## src/rtl/mem_port_arbiter.sv

```systemverilog
// mem_port_arbiter: shares one fixed-latency memory port between the
// CPU memory stage (cpu_*) and a debug/DMA loader (dma_*).
//
// Ports
//   clk, rst          clock, synchronous active-high reset
//   cpu_req/we/addr/wdata -> cpu_rdata, cpu_ack   CPU requester
//   dma_req/we/addr/wdata -> dma_rdata, dma_ack   loader requester
//   gnt               one-hot owner {dma,cpu}, 0 when idle
//   mem_en/we/addr/wdata -> mem_rdata            memory side
//
// Parameters: AW, DW, MEM_LAT (0..15, cycles from mem_en to mem_rdata).
// Build option: define MEM_ARB_RR_EN for round-robin tie breaking;
// otherwise the CPU always wins ties (fixed priority).
module mem_port_arbiter #(
    parameter int AW      = 32,
    parameter int DW      = 32,
    parameter int MEM_LAT = 1
) (
    input  logic          clk,
    input  logic          rst,
    input  logic          cpu_req,
    input  logic          cpu_we,
    input  logic [AW-1:0] cpu_addr,
    input  logic [DW-1:0] cpu_wdata,
    output logic [DW-1:0] cpu_rdata,
    output logic          cpu_ack,
    input  logic          dma_req,
    input  logic          dma_we,
    input  logic [AW-1:0] dma_addr,
    input  logic [DW-1:0] dma_wdata,
    output logic [DW-1:0] dma_rdata,
    output logic          dma_ack,
    output logic [1:0]    gnt,
    output logic          mem_en,
    output logic          mem_we,
    output logic [AW-1:0] mem_addr,
    output logic [DW-1:0] mem_wdata,
    input  logic [DW-1:0] mem_rdata
);

    typedef enum logic [1:0] {
        IDLE,
        BUSY,
        DONE
    } state_t;

    localparam logic [3:0] LAT = 4'(MEM_LAT);

    state_t     state;
    logic [3:0] cnt;
    logic       lat_we;
    logic       pick_dma;

`ifdef MEM_ARB_RR_EN
    // Set when the CPU won the last grant, so the loader wins the next tie.
    logic prefer_dma;

    always_comb begin
        pick_dma = dma_req & (~cpu_req | prefer_dma);
    end

    always_ff @(posedge clk) begin
        if (rst) begin
            prefer_dma <= 1'b0;
        end else if (state == IDLE && (cpu_req || dma_req)) begin
            prefer_dma <= ~pick_dma;
        end
    end
`else
    always_comb begin
        pick_dma = dma_req & ~cpu_req;
    end
`endif

    always_ff @(posedge clk) begin
        if (rst) begin
            state     <= IDLE;
            cnt       <= '0;
            lat_we    <= 1'b0;
            gnt       <= 2'b00;
            mem_en    <= 1'b0;
            mem_we    <= 1'b0;
            mem_addr  <= '0;
            mem_wdata <= '0;
            cpu_rdata <= '0;
            dma_rdata <= '0;
            cpu_ack   <= 1'b0;
            dma_ack   <= 1'b0;
        end else begin
            cpu_ack <= 1'b0;
            dma_ack <= 1'b0;
            unique case (state)
                IDLE: begin
                    if (cpu_req || dma_req) begin
                        gnt       <= pick_dma ? 2'b10 : 2'b01;
                        lat_we    <= pick_dma ? dma_we : cpu_we;
                        mem_we    <= pick_dma ? dma_we : cpu_we;
                        mem_addr  <= pick_dma ? dma_addr : cpu_addr;
                        mem_wdata <= pick_dma ? dma_wdata : cpu_wdata;
                        mem_en    <= 1'b1;
                        cnt       <= LAT;
                        state     <= BUSY;
                    end
                end
                BUSY: begin
                    // Write strobe lives only in the first BUSY cycle.
                    mem_we <= 1'b0;
                    if (cnt == 4'd0) begin
                        mem_en <= 1'b0;
                        state  <= DONE;
                        if (gnt[1]) begin
                            dma_ack <= 1'b1;
                            if (!lat_we) begin
                                dma_rdata <= mem_rdata;
                            end
                        end else begin
                            cpu_ack <= 1'b1;
                            if (!lat_we) begin
                                cpu_rdata <= mem_rdata;
                            end
                        end
                    end else begin
                        cnt <= cnt - 4'd1;
                    end
                end
                DONE: begin
                    gnt   <= 2'b00;
                    state <= IDLE;
                end
                default: begin
                    state <= IDLE;
                end
            endcase
        end
    end

endmodule

```

## config.mk

```make
export PLATFORM = sky130hd
export DESIGN_NAME = mem_port_arbiter
export DESIGN_NICKNAME = d
export VERILOG_FILES = /design/src/rtl/mem_port_arbiter.sv
export SDC_FILE = /design/constraint.sdc
export NUM_CORES = 1
export LEC_CHECK = 0
export CORE_MARGIN = 10
export CORE_UTILIZATION = 25
export DETAILED_ROUTE_END_ITERATION = 8
export PLACE_DENSITY = 0.54
export RECOVER_POWER = 50
export REMOVE_ABC_BUFFERS = 1
export SKIP_CTS_REPAIR_TIMING = 1
export SLEW_MARGIN = 20
export SYNTH_ARGS = -nofsm -noshare
export SYNTH_HDL_FRONTEND = slang
export SYNTH_SLANG_ARGS = --single-unit
```

## constraint.sdc

```tcl
create_clock -name clk -period 2.8 [get_ports clk]
set_clock_uncertainty 0.1 [all_clocks]
set_input_delay 0.42 -clock clk [delete_from_list [all_inputs] [get_ports clk]]
set_output_delay 0.42 -clock clk [all_outputs]
set_load 0.05 [all_outputs]
```

== Yosys cells after proc, flatten, opt, wreduce, memory -nomap -nowiden ==
Cells that the tools add are included.

* Bitwise gates (word level): 6
* Reduce and logical (&&, ||, !) cells: 14
* Equality and inequality tests: 5
* Mux-type cells: 19
* Add/subtract/negate cells: 1

{| class="wikitable"
|+ Operators by type and width
! operator !! count
|-
| $mux W32 || 2
|-
| $mux W2 || 4
|-
| $mux W4 || 2
|-
| $pmux W2 S2 || 2
|-
| $pmux W4 S2 || 1
|-
| $reduce_and A2 Y1 || 4
|-
| $reduce_and A4 Y1 || 2
|-
| $mux W1 || 6
|-
| $ne A2 B2 Y1 const B || 3
|-
| $reduce_and A3 Y1 || 2
|-
| $not A1 Y1 || 5
|-
| $logic_not A4 Y1 || 1
|-
| $pmux W1 S2 || 2
|-
| $reduce_bool A2 Y1 || 2
|-
| $sub A4 B1 Y4 const B || 1
|-
| $reduce_or A3 Y1 || 1
|-
| $eq A2 B1 Y1 const B || 1
|-
| $eq A2 B2 Y1 const B || 1
|-
| $logic_not A2 Y1 || 1
|-
| $and A1 B1 Y1 || 1
|-
| $logic_or A1 B1 Y1 || 1
|}

* Logic and storage cells: 57
* Input port bits: 166
* Bits in registers: 141
* Output and inout bits: 134

== Logic depth before layout (Yosys ltp) ==
* Depth in word-level cells: 5
* Mapped depth: 7
* Gate-level depth less buffers: 5

== Worst setup path before layout ==
No wires, ideal clock.

* Path type: register to register
* From: register gnt[1]
* To: register dma_rdata[10]
* Data arrival time: 1880 ps
* Slack: 748 ps
* Period minus slack after synthesis: 2052 ps
* Path buffers: 2
* Stages on the path, launching flop included: 6
* Required time: 2628 ps
* Setup time: 72 ps
* Path through: dfxtp_1 -> nor4bb_1 -> and2_1 -> clkbuf_1 -> buf_2 -> mux2i_1

* Word-level cells in the longest chain between the ends: 1

{| class="wikitable"
|+ Ends and longest elaborated chain
! what !! line !! text
|-
| from (decl) || 33 || <nowiki>output logic [1:0] gnt,</nowiki>
|-
| from (signal assigned) || 95 || <nowiki>gnt <= pick_dma ? 2'b10 : 2'b01;</nowiki>
|-
| $reduce_and A4 Y1 (no source line) || - ||
|-
| to (signal assigned) || 114 || <nowiki>dma_rdata <= mem_rdata;</nowiki>
|-
| to (decl) || 31 || <nowiki>output logic [DW-1:0] dma_rdata,</nowiki>
|}

No other way between the ends.
A chain may end at the register's enable or synchronous reset.

== Worst setup path after layout ==
* From: input cpu_req
* To: register mem_addr[22]

* Word-level cells in the longest chain between the ends: 3
* Elaborated cells on any way between the ends: 5
* Classes of those cells: mux (1); bitwise (2); reduce/logical (2)

{| class="wikitable"
|+ Ends and longest elaborated chain
! what !! line !! text
|-
| from (decl) || 21 || <nowiki>input logic cpu_req,</nowiki>
|-
| $not A1 Y1 || 71 || <nowiki>pick_dma = dma_req & ~cpu_req;</nowiki>
|-
| $and A1 B1 Y1 || 71 ||
|-
| $mux W32 || 98 || <nowiki>mem_addr <= pick_dma ? dma_addr : cpu_addr;</nowiki>
|-
| to (signal assigned) || 98 ||
|-
| to (decl) || 36 || <nowiki>output logic [AW-1:0] mem_addr,</nowiki>
|}

Parallel ways exist; a longest one is shown, timed or not.

==> impl_metrics.env <==
export IMPL_grt_start_max_net_pins=102
export IMPL_path_cells="dlygate4sd3_1, or2_0, a21oi_1, clkbuf_4, o2bb2ai_1"
export IMPL_pwr_density_cell_nw_per_um2=654
export IMPL_synth_cells=522
export IMPL_routedWlPerCell_um=19.1
export IMPL_grt_busiest_layer="met2"
export IMPL_fin_crit_sh_pct=83.1
export IMPL_status="completed"
export IMPL_met1_usage_pct=16.2
export IMPL_drc=0
export IMPL_cts_tree="done"
export IMPL_synth_distinct_cells=39
export IMPL_io_pins=300
export IMPL_hold_end="dma_rdata[7]"
export IMPL_power_frac_comb_pct=25.2
export IMPL_die_y_um=169
export IMPL_postLayoutCellArea_um2=9460
export IMPL_core_area_um2=21800
export IMPL_total_leakage_power_nw=3.97
export IMPL_synth_top_area_share_pct=50.9
export IMPL_die_w_um=169
export IMPL_grt_setup_unrepaired="no"
export IMPL_reg2reg_depth=6
export IMPL_switching_power_mw=1.88
export IMPL_cpMaxStageDelayCell="clkbuf_4"
export IMPL_setup_ws_ns=0.472
export IMPL_hp_class="flip-flop to flip-flop"
export IMPL_dp_final_hpwl_um=16100
export IMPL_path_class="primary input to flip-flop"
export IMPL_yosysMostFrequentCell="dfxtp_1"
export IMPL_drv_cap=0
export IMPL_via_count=4955
export IMPL_crit_required_ns=3.04
export IMPL_synth_area_um2=5550
export IMPL_grt_use_met2_pct=22.9
export IMPL_seq_power_share_pct=36.6
export IMPL_wirelength_um=21100
export IMPL_r2r_slack_ns=0.58
export IMPL_finalCriticalPeriod_ns=2.33
export IMPL_final_setup_tns_ns=0
export IMPL_r2r_start="cnt[0]"
export IMPL_p_total_mw=6.19
export IMPL_slew_headroom_pct=49.0
export IMPL_syn2layout_area_growth_pct=70.6
export IMPL_grt_usage_pct=14.2
export IMPL_htreeDepth=4
export IMPL_rr_endpoint="dma_rdata[22]"
export IMPL_drv_slew=0
export IMPL_crit_path_max_fanout=62
export IMPL_worstSetupStartpointType="primary input"
export IMPL_grt_pass1_wl_um=31900
export IMPL_layout_drive_gt1_share_pct=5.47
export IMPL_vias_per_cell=4.49
export IMPL_die_area_um2=28600
export IMPL_numCtsBuffers=17
export IMPL_use_met3_pct=6.86
export IMPL_whs_path_depth=2
export IMPL_avgSynthCellArea_um2=10.6
export IMPL_drtIter0Drc=174
export IMPL_ys_flop_type="dfxtp_1"
export IMPL_antenna_found_initial=0
export IMPL_cts_num_sinks=141
export IMPL_synth_area_leaders="dfxtp_1, mux2i_1, o2bb2ai_1"
export IMPL_grt_overflow=0
export IMPL_grt_pass1_vias=5365
export IMPL_clkTransAtPathRegs_ns=0.06
export IMPL_intPower_mw=4.31
export IMPL_rows=54
export IMPL_num_nets_final=978
export IMPL_synth_edf_count=0
export IMPL_place_congestion=0.860
export IMPL_yosysTopAreaCell="dfxtp_1"
export IMPL_drt_antenna_violating_nets=0
export IMPL_clock_path_buffers=2
export IMPL_cts_root_buf="clkbuf_16"
export IMPL_clock_latency_ns=0.40
export IMPL_ir_drop_mv=0.373
export IMPL_num_antenna_cells=0
export IMPL_worstHoldStart="dma_rdata[7]"
export IMPL_drt_pass1_iterations=4
export IMPL_clock_fmax_mhz=430
export IMPL_clkPwrFrac_pct=38.2
export IMPL_synth_seq_area_share_pct=50.9
export IMPL_start_util_pct=25.4
export IMPL_p_sw_share_pct=30.4
export IMPL_final_hold_viol_count=0
export IMPL_setup_viol=0
export IMPL_end_kind="flip-flop"
export IMPL_worst_pin_slew_ns=0.764
export IMPL_ys_warn_count=0
export IMPL_arrival_ns=2.56
export IMPL_yosys_top_cells_count="dfxtp_1, mux2i_1, nand2_1"
export IMPL_ys_ff_latch=141
export IMPL_numPortBuffers=299
export IMPL_placed_area_um2=8880
export IMPL_async_flop_share_pct=0
export IMPL_place_ws_ns=0.338
export IMPL_hold_slack_ns=0.355
export IMPL_crit_path_max_incr_delay_ns=0.67
[worst max-delay path, delay by kind of cell]
family,cells,cell delay [ns]
buffers and inverters,2,1.31
AO/OA/AOI/OAI,2,0.44
AND/OR/NAND/NOR,1,0.33
[flip-flops by register name, summed over array words and instances, names as in the netlist]
signal     cells
cpu_ack        1
mem_addr      32
cnt            4
dma_rdata     32
cpu_rdata     32
dma_ack        1
lat_we         1
mem_we         1
mem_wdata     32
mem_en         1
gnt            2
state          2
[power by group through the flow]
stage	registers, mW	logic [mW]	clock network, mW
after floorplan	2.83	0.369	0
after global placement	2.31	1.59	0
after detailed placement	2.31	1.60	0
after CTS	2.27	1.60	2.44
after global routing	2.28	1.64	2.53
final	2.26	1.56	2.36
[logic make-up after synthesis]
kind of cell / Yosys count / share of synthesized area (%)
DFF: 141 / 50.9
buffers and inverters: 44 / 3.56
adders and majority gates: 1 / 0.225
muxes: 126 / 22.7
AOI/OAI and AO/OA: 83 / 12.6
and+or+nand+nor: 127 / 10.0
[per-layer routing]
metal,vias to the layer above,wire length [um]
met5,-,0
met2,203,9680
met3,12,2230
li1,2446,-
met4,0,219
met1,2294,8940
[worst max path at each step]
stage	slack [ns]	start	cells past startpoint	endpoint
after floorplan	-1.36	cnt[0]	5	cpu_rdata[12]
after global placement	0.44	cpu_req	5	mem_addr[24]
after detailed placement	0.34	cpu_req	5	mem_wdata[2]
after CTS	0.49	gnt[1]	1	gnt[1]
after global routing	0.36	cpu_req	5	mem_addr[12]
final	0.47	cpu_req	5	mem_addr[22]
[cell type report]
cell class,instances,area [um2]
clock buffers,21,450
fillers,2065,12400
clock inverters,10,165
inverters,4,15.0
repair buffers,310,3120
flip-flops and latches,141,2820
well taps,280,350
multi-input cells,337,2540
[layout by cell type (no fill, tap or decap), types with 4 or more instances in the layout]
cell,netlist,routed
nor2_1,4,4
a32o_1,4,4
bufinv_16,0,4
buf_4,1,4
dlygate4sd3_1,0,34
buf_12,1,4
clkdlybuf4s50_1,0,265
mux2i_1,126,126
clkbuf_16,0,17
dfxtp_1,141,141
a21oi_1,4,4
o2bb2ai_1,62,62
nand2_1,100,100
clkinv_4,0,4
[stage by stage]
step	util (%)	instances
floorplan	-	482
global placement	40.7	1072
detailed placement	40.7	1072
CTS	43.5	1103
global route	43.4	1103
finish	43.4	1103
Power figures use the tool's default switching activity.
